**src/rtl/sq_commit_ctrl.sv**
```systemverilog
// ---------------------------------------------------------------------------
// sq_commit_ctrl
//
// Purpose:
//   Drains retired stores from the head of a store queue into a single shared
//   data-memory port while also serving load reads through that same port.
//   Stores that have retired but not yet been written are counted in
//   'pending'. Loads normally win the port, but a starvation counter makes
//   sure a drainable store gets through after STARVE_MAX back-to-back load
//   grants. A full pending count also forces the store through.
//
// Ports:
//   clk, rst          - single clock (rising edge), async active-high reset
//   commit_req        - retirement stage retires the store at the SQ head
//   commit_ready      - commit accepted this cycle
//   head_valid        - SQ head entry is valid
//   head_data_valid   - SQ head entry has its store data
//   head_addr/data    - SQ head entry address and data
//   sq_del            - one-cycle pulse dequeuing the SQ head
//   ld_req/ld_addr    - load read request and address
//   ld_gnt            - load granted this cycle
//   ld_valid/ld_data  - load result pulse and held load data
//   mem_req/we/addr/wd- shared data-memory request
//   mem_ack/mem_rd    - memory acknowledge and read data
//   pending           - retired-but-undrained store count
//   busy              - controller has a memory request in flight
// ---------------------------------------------------------------------------
module sq_commit_ctrl #(
  parameter int ADDR_W     = 8,
  parameter int DATA_W     = 32,
  parameter int PEND_MAX   = 7,
  parameter int STARVE_MAX = 4
) (
  input  logic              clk,
  input  logic              rst,
  input  logic              commit_req,
  output logic              commit_ready,
  input  logic              head_valid,
  input  logic              head_data_valid,
  input  logic [ADDR_W-1:0] head_addr,
  input  logic [DATA_W-1:0] head_data,
  output logic              sq_del,
  input  logic              ld_req,
  input  logic [ADDR_W-1:0] ld_addr,
  output logic              ld_gnt,
  output logic              ld_valid,
  output logic [DATA_W-1:0] ld_data,
  output logic              mem_req,
  output logic              mem_we,
  output logic [ADDR_W-1:0] mem_addr,
  output logic [DATA_W-1:0] mem_wd,
  input  logic              mem_ack,
  input  logic [DATA_W-1:0] mem_rd,
  output logic [2:0]        pending,
  output logic              busy
);

  localparam int StarveW = (STARVE_MAX < 1) ? 1 : $clog2(STARVE_MAX + 1);
  localparam logic [2:0]         PendMax   = 3'(PEND_MAX);
  localparam logic [StarveW-1:0] StarveMax = StarveW'(STARVE_MAX);

  typedef enum logic [1:0] {
    IDLE  = 2'd0,
    ST_WR = 2'd1,
    LD_RD = 2'd2
  } state_e;

  state_e              state_q, state_d;
  logic [2:0]          pending_q, pending_d;
  logic [StarveW-1:0]  starve_cnt_q, starve_cnt_d;
  logic [ADDR_W-1:0]   mem_addr_q;
  logic [DATA_W-1:0]   mem_wd_q;
  logic [DATA_W-1:0]   ld_data_q;
  logic                sq_del_q;
  logic                ld_valid_q;

  logic store_elig;
  logic go_st;
  logic go_ld;
  logic commit_acc;
  logic drain;

  // Arbitration for the shared port. While sq_del is high the SQ head still
  // shows the store that was just written (it leaves the queue at the end of
  // this cycle), so it must not be picked up a second time.
  always_comb begin
    store_elig = (pending_q != 3'd0) & head_valid & head_data_valid & ~sq_del_q;
    go_st      = (state_q == IDLE) & store_elig &
                 (~ld_req | (pending_q == PendMax) | (starve_cnt_q == StarveMax));
    go_ld      = (state_q == IDLE) & ~go_st & ld_req;
  end

  // State register.
  always_ff @(posedge clk or posedge rst) begin
    if (rst) begin
      state_q <= IDLE;
    end else begin
      state_q <= state_d;
    end
  end

  // Next-state logic: one request in flight at a time, mem_ack only matters
  // while a request is outstanding.
  always_comb begin
    state_d = state_q;
    unique case (state_q)
      IDLE: begin
        if (go_st) begin
          state_d = ST_WR;
        end else if (go_ld) begin
          state_d = LD_RD;
        end
      end
      ST_WR: begin
        if (mem_ack) begin
          state_d = IDLE;
        end
      end
      LD_RD: begin
        if (mem_ack) begin
          state_d = IDLE;
        end
      end
      default: state_d = IDLE;
    endcase
  end

  // State-decoded outputs. The grant is combinational so the request follows
  // one cycle later; it is masked during reset so it reads zero then.
  always_comb begin
    mem_req = 1'b0;
    mem_we  = 1'b0;
    busy    = 1'b0;
    ld_gnt  = 1'b0;
    unique case (state_q)
      IDLE: begin
        ld_gnt = go_ld & ~rst;
      end
      ST_WR: begin
        mem_req = 1'b1;
        mem_we  = 1'b1;
        busy    = 1'b1;
      end
      LD_RD: begin
        mem_req = 1'b1;
        busy    = 1'b1;
      end
      default: begin
        mem_req = 1'b0;
      end
    endcase
  end

  // Request address/data are captured at grant time and held until the ack.
  always_ff @(posedge clk or posedge rst) begin
    if (rst) begin
      mem_addr_q <= '0;
      mem_wd_q   <= '0;
    end else if (go_st) begin
      mem_addr_q <= head_addr;
      mem_wd_q   <= head_data;
    end else if (go_ld) begin
      mem_addr_q <= ld_addr;
    end
  end

  // Completion pulses land the cycle after the ack edge.
  always_ff @(posedge clk or posedge rst) begin
    if (rst) begin
      sq_del_q   <= 1'b0;
      ld_valid_q <= 1'b0;
      ld_data_q  <= '0;
    end else begin
      sq_del_q   <= (state_q == ST_WR) & mem_ack;
      ld_valid_q <= (state_q == LD_RD) & mem_ack;
      if ((state_q == LD_RD) & mem_ack) begin
        ld_data_q <= mem_rd;
      end
    end
  end

  // Pending count drops on the sq_del cycle, which is also the cycle that
  // frees a slot for a commit when the count is full; a commit and a drain
  // together cancel out.
  always_comb begin
    commit_ready = (pending_q != PendMax) | sq_del_q;
    commit_acc   = commit_req & commit_ready;
    drain        = sq_del_q & (pending_q != 3'd0);
    pending_d    = pending_q;
    unique case ({commit_acc, drain})
      2'b10: begin
        if (pending_q != PendMax) begin
          pending_d = pending_q + 3'd1;
        end
      end
      2'b01:   pending_d = pending_q - 3'd1;
      default: pending_d = pending_q;
    endcase
  end

  // Starvation counter: counts loads granted ahead of a drainable store.
  always_comb begin
    starve_cnt_d = starve_cnt_q;
    if (go_st) begin
      starve_cnt_d = '0;
    end else if (go_ld & store_elig) begin
      if (starve_cnt_q != StarveMax) begin
        starve_cnt_d = starve_cnt_q + 1'b1;
      end
    end else if ((state_q == IDLE) & ~store_elig) begin
      starve_cnt_d = '0;
    end
  end

  always_ff @(posedge clk or posedge rst) begin
    if (rst) begin
      pending_q    <= 3'd0;
      starve_cnt_q <= '0;
    end else begin
      pending_q    <= pending_d;
      starve_cnt_q <= starve_cnt_d;
    end
  end

  assign sq_del   = sq_del_q;
  assign ld_valid = ld_valid_q;
  assign ld_data  = ld_data_q;
  assign mem_addr = mem_addr_q;
  assign mem_wd   = mem_wd_q;
  assign pending  = pending_q;

endmodule

```
**config.mk**
```make
export PLATFORM = sky130hd
export DESIGN_NAME = sq_commit_ctrl
export DESIGN_NICKNAME = d
export VERILOG_FILES = /design/src/rtl/sq_commit_ctrl.sv
export SDC_FILE = /design/constraint.sdc
export NUM_CORES = 1
export LEC_CHECK = 0
export BUFFER_PORTS_ARGS = -buffer_cell sky130_fd_sc_hd__buf_2
export CAP_MARGIN = 40
export CORE_AREA = 2 2 80 98
export CTS_CLUSTER_DIAMETER = 50
export CTS_CLUSTER_SIZE = 8
export DETAILED_ROUTE_END_ITERATION = 8
export DIE_AREA = 0 0 82 100
export PLACE_DENSITY = 0.84
export SYNTH_ARGS = -nofsm -noshare
export SYNTH_HDL_FRONTEND = slang
export SYNTH_SLANG_ARGS = --single-unit
```
**constraint.sdc**
```tcl
create_clock -name clk -period 6 [get_ports clk]
set_input_delay 1.2 -clock clk [delete_from_list [all_inputs] [get_ports clk]]
set_output_delay 1.2 -clock clk [all_outputs]
set_load 0.02 [all_outputs]
```
==> impl_summary.txt <==
----------------------------------------------------
[Outcome]
  Run status ... complete, no violations

[Yosys]
  Syn Nets ... 348
  Share of synthesized area occupied by flip-flops and latches ... 57.8%
  Number of cells produced by synthesis ... 255
  Synthesized-area fraction occupied by and/or/nand/nor cells ... 4.51%
  Xor-xnor portion of the synthesized cell area ... 0.247%
  Summed instance area of the synthesized netlist ... 3550 um2
  Mapped Avg Cell Area ... 13.9 um2
  Count of different cell masters after synthesis ... 42
  Compound-cell area share of the yosys netlist ... 7.48%
  Combinational family with the most area after synthesis ... multiplexers
  Fraction of synthesized area in multiplexers ... 23.1%
  Warning count from the yosys run ... 0
  Share of synthesized cell area in full adder, half adder and majority cells ... 2.33%
  Count of state elements after synthesis ... 82

[Clock network]
  Root buffer cell ... sky130_fd_sc_hd__clkbuf_8
  Worst skew pair latency ... 0.34 ns
  CTS clk-pin slew, worst paths ... 0.08 ns
  # H-tree levels ... 3
  Clock tree from TritonCTS ... built
  Quantity of gates resized following cts ... 0
  TritonCTS sink count ... 82
  Number of buffers created by CTS ... 9
  Setup fix buffers added after clock tree synthesis ... 0
  Number of buffers on the longest clock path ... 2
  Number of buffers added to fix hold violations after cts ... 0

[Critical path]
  Critical path class ... primary input to output pin
  Critical Path Slowest Stage Cell ... sky130_fd_sc_hd__nand2_1
  Crit Reg-Reg Startpoint ... sq_del
  Required time worst endpoint ... 4.80 ns
  Startpoint of the most critical setup path ... ld_req
  Worst Path Arrival ... 2.13 ns
  Top delay family on crit path ... simple AND/OR/NAND/NOR gates
  Slowest Stage Delay on Critical Path ... 0.31 ns
  Crit path to ... ld_gnt
  Startpoint Class ... primary input
  Number of buffers and inverters on the critical path ... 2
  Worst-case register-to-register setup slack ... 3.75 ns
  Length in cells of the worst reg-to-reg path ... 7
  Chain of cells forming the critical path ... buf_2 > nand2_1 > nor3_1 > buf_2
  Most frequent CP cell ... sky130_fd_sc_hd__buf_2
  Critical path depth in cells ... 4
  Maximum fanout count along the critical path ... 9
  Worst Setup End Kind ... output pin
  Capture point of the worst reg-to-reg path ... pending[2]

[Routing]
  Number of antenna-violating nets in the routed design ... 0
  Overall routed net length ... 7600 um
  Via density per instance ... 5.13
  1st-pass router iterations ... 4
  Count of unresolved DRC violations after routing ... 0
  Routed vias ... 2664
  1st-iter DRT viols ... 108
  Routed length per placed instance ... 14.6 um

[STA]
  Shortest clock period the worst path allows after layout ... 3.33 ns
  Final hold violation count ... 0
  FMAX ... 300 MHz
  Setup clock skew after layout ... 0.00657 ns
  Count of final max-slew check failures ... 0
  Total negative setup slack ... 0 ns
  Setup violations, final ... 0
  Worst Max-Slew Pin Slew ... 0.638 ns
  Setup repair after global routing missed its margin ... false
  Max-slew headroom ... 57.4%
  Crit share post-route ... 55.5%

[Finish]
  Net count of the finished layout ... 515
  Final core area utilization ... 62.8%
  Share of layout cells above drive strength 1 ... 60.0%
  Final standard cell area without fillers ... 4620 um2
  Post-synthesis to final-layout area growth ... 30.3%
  Diode count ... 0

[Power]
  Total power density per cell area ... 570 nW/um2
  Maximum vdd drop ... 0.364 mV
  Pleak ... 2.31 nW

[Placement]
  Total of buffers placed on input and output ports ... 168
  Estimated wirelength of the detail-placed design ... 5700 um
  RD Place Congestion ... 0.768
  Total cell area at the placement stage ... 4420 um2

[Global route]
  Global-route wire length before repair ... 11900 um
  Number of antenna violations at the first check in global routing ... 0
  Total routing usage reported by global routing ... 19.1%
  Via count of the first global-routing pass ... 2796
  Maximum number of pins on one net before global-route repair ... 53
  Overflow after GRT ... 0

[Die]
  Cell row count ... 35
  Std-Cell Core Area ... 7360 um2
  DIE WIDTH ... 82 um
  I/O pin count ... 169
  Die Area ... 8200 um2
  Chip Height ... 100 um
  Starting density of the core ... 48.2%

[Job]
  Count of max-cap constraint violations ... 0

[Hold path]
  Type of the most critical hold path ... flip-flop to flip-flop

----------------------------------------------------
report_power, final:
group          switching [W]  internal, W
clock               0.000195     0.000215
combinational       0.000721     0.000526
sequential          0.000158     0.000822
total                0.00107      0.00156
area by class of cell:
type	count	area, um2
clock inverter	4	50.0
timing repair buffer	172	871
tap	92	115
multi-input combinational	146	1340
sequential	82	2050
clock buffer	12	155
fill	589	2730
inverter	11	42.5
how the worst min path moves through the flow:
stage               start          to  slack [ns]  depth (start not counted)
6_report        mem_wd[0]   mem_wd[0]        0.49                          1
5_1_grt         mem_wd[0]   mem_wd[0]        0.51                          1
4_1_cts         mem_wd[0]   mem_wd[0]        0.49                          1
3_5_place_dp    mem_wd[0]   mem_wd[0]        0.47                          1
3_3_place_gp    mem_wd[0]   mem_wd[0]        0.46                          1
2_1_floorplan  state_q[0]  state_q[0]        0.49                          1
registers in the layout, indices dropped and copies added (netlist names):
| register | count |
|---|---|
| pending | 3 |
| starve_cnt_q | 3 |
| ld_valid | 1 |
| ld_data | 32 |
| mem_wd | 32 |
| sq_del | 1 |
| mem_addr | 8 |
| state_q | 2 |
cell usage in the layout (no fill, tap or decap), types with 2 or more instances in the layout:
cell,synthesis,final
sky130_fd_sc_hd__a21oi_1,2,2
sky130_fd_sc_hd__a22oi_1,2,2
sky130_fd_sc_hd__buf_2,0,168
sky130_fd_sc_hd__buf_4,4,4
sky130_fd_sc_hd__clkbuf_8,0,11
sky130_fd_sc_hd__clkinv_2,0,2
sky130_fd_sc_hd__clkinvlp_4,0,2
sky130_fd_sc_hd__dfrtp_1,82,82
sky130_fd_sc_hd__ha_1,5,5
sky130_fd_sc_hd__inv_1,11,10
sky130_fd_sc_hd__mux2_2,63,63
sky130_fd_sc_hd__mux2i_1,10,10
sky130_fd_sc_hd__nand2_1,12,12
sky130_fd_sc_hd__nand2b_1,4,4
sky130_fd_sc_hd__nor2_1,4,4
sky130_fd_sc_hd__nor2b_1,3,3
sky130_fd_sc_hd__nor3_1,2,2
sky130_fd_sc_hd__o21ai_0,15,15
stage by stage:
| stage | hold slack (ns) | setup slack (ns) | std cells | power (W) |
|---|---|---|---|---|
| after floorplan | 0.494 | 2.52 | 255 | 0.00185 |
| after global placement | 0.464 | 2.70 | 503 | 0.00219 |
| after detailed placement | 0.473 | 2.66 | 503 | 0.00225 |
| after CTS | 0.491 | 2.65 | 519 | 0.00267 |
| after global routing | 0.511 | 2.61 | 519 | 0.00280 |
| final | 0.488 | 2.67 | 519 | 0.00264 |
kinds of logic after synthesis:
logic type               Yosys count
XOR/XNOR                           1
AND/OR/NAND/NOR                   31
multiplexers                      74
flip-flops                        82
buffers and inverters             27
AO/OA/AOI/OAI                     34
adder cells (fa/ha/maj)            6
per-layer routing:
layer	vias to the layer above	global-route usage [%]	part of all wire, %
met4	0	8.46	2.0
met1	1303	19.3	36
met2	112	34.8	55
li1	1233	-	-
met5	-	0	0
met3	16	6.21	7.2
cells in the mapped netlist:
library cell / n / area [um2]
sky130_fd_sc_hd__a2111oi_4: 1 / 27.5
sky130_fd_sc_hd__a211o_1: 1 / 8.76
sky130_fd_sc_hd__a211oi_1: 1 / 7.51
sky130_fd_sc_hd__a21oi_1: 2 / 10.0
sky130_fd_sc_hd__a221o_1: 1 / 10.0
sky130_fd_sc_hd__a22o_1: 1 / 8.76
sky130_fd_sc_hd__a22oi_1: 2 / 15.0
sky130_fd_sc_hd__a2bb2oi_1: 1 / 8.76
sky130_fd_sc_hd__a31oi_1: 1 / 6.26
sky130_fd_sc_hd__a32o_1: 1 / 10.0
sky130_fd_sc_hd__a32oi_1: 1 / 8.76
sky130_fd_sc_hd__a32oi_4: 1 / 27.5
sky130_fd_sc_hd__and2_1: 1 / 6.26
sky130_fd_sc_hd__buf_1: 3 / 11.3
sky130_fd_sc_hd__buf_4: 4 / 30.0
sky130_fd_sc_hd__buf_6: 4 / 45.0
sky130_fd_sc_hd__buf_8: 1 / 15.0
sky130_fd_sc_hd__clkbuf_1: 4 / 15.0
sky130_fd_sc_hd__dfrtp_1: 82 / 2050
sky130_fd_sc_hd__fa_1: 1 / 20.0
sky130_fd_sc_hd__ha_1: 5 / 62.6
sky130_fd_sc_hd__inv_1: 11 / 41.3
sky130_fd_sc_hd__mux2_1: 1 / 11.3
sky130_fd_sc_hd__mux2_2: 63 / 709
sky130_fd_sc_hd__mux2i_1: 10 / 100
sky130_fd_sc_hd__nand2_1: 12 / 45.0
sky130_fd_sc_hd__nand2b_1: 4 / 25.0
sky130_fd_sc_hd__nand3_1: 1 / 5.00
sky130_fd_sc_hd__nand3b_1: 1 / 7.51
sky130_fd_sc_hd__nand4bb_1: 1 / 11.3
sky130_fd_sc_hd__nor2_1: 4 / 15.0
sky130_fd_sc_hd__nor2b_1: 3 / 18.8
sky130_fd_sc_hd__nor3_1: 2 / 10.0
sky130_fd_sc_hd__nor3_2: 1 / 10.0
sky130_fd_sc_hd__o21ai_0: 15 / 75.1
sky130_fd_sc_hd__o21ai_2: 1 / 8.76
sky130_fd_sc_hd__o221ai_1: 1 / 8.76
sky130_fd_sc_hd__o22ai_1: 1 / 6.26
sky130_fd_sc_hd__o2bb2ai_1: 1 / 8.76
sky130_fd_sc_hd__o32ai_1: 1 / 8.76
sky130_fd_sc_hd__or2_2: 1 / 6.26
sky130_fd_sc_hd__xnor2_1: 1 / 8.76
No activity file was read; power rests on OpenSTA's default activity.
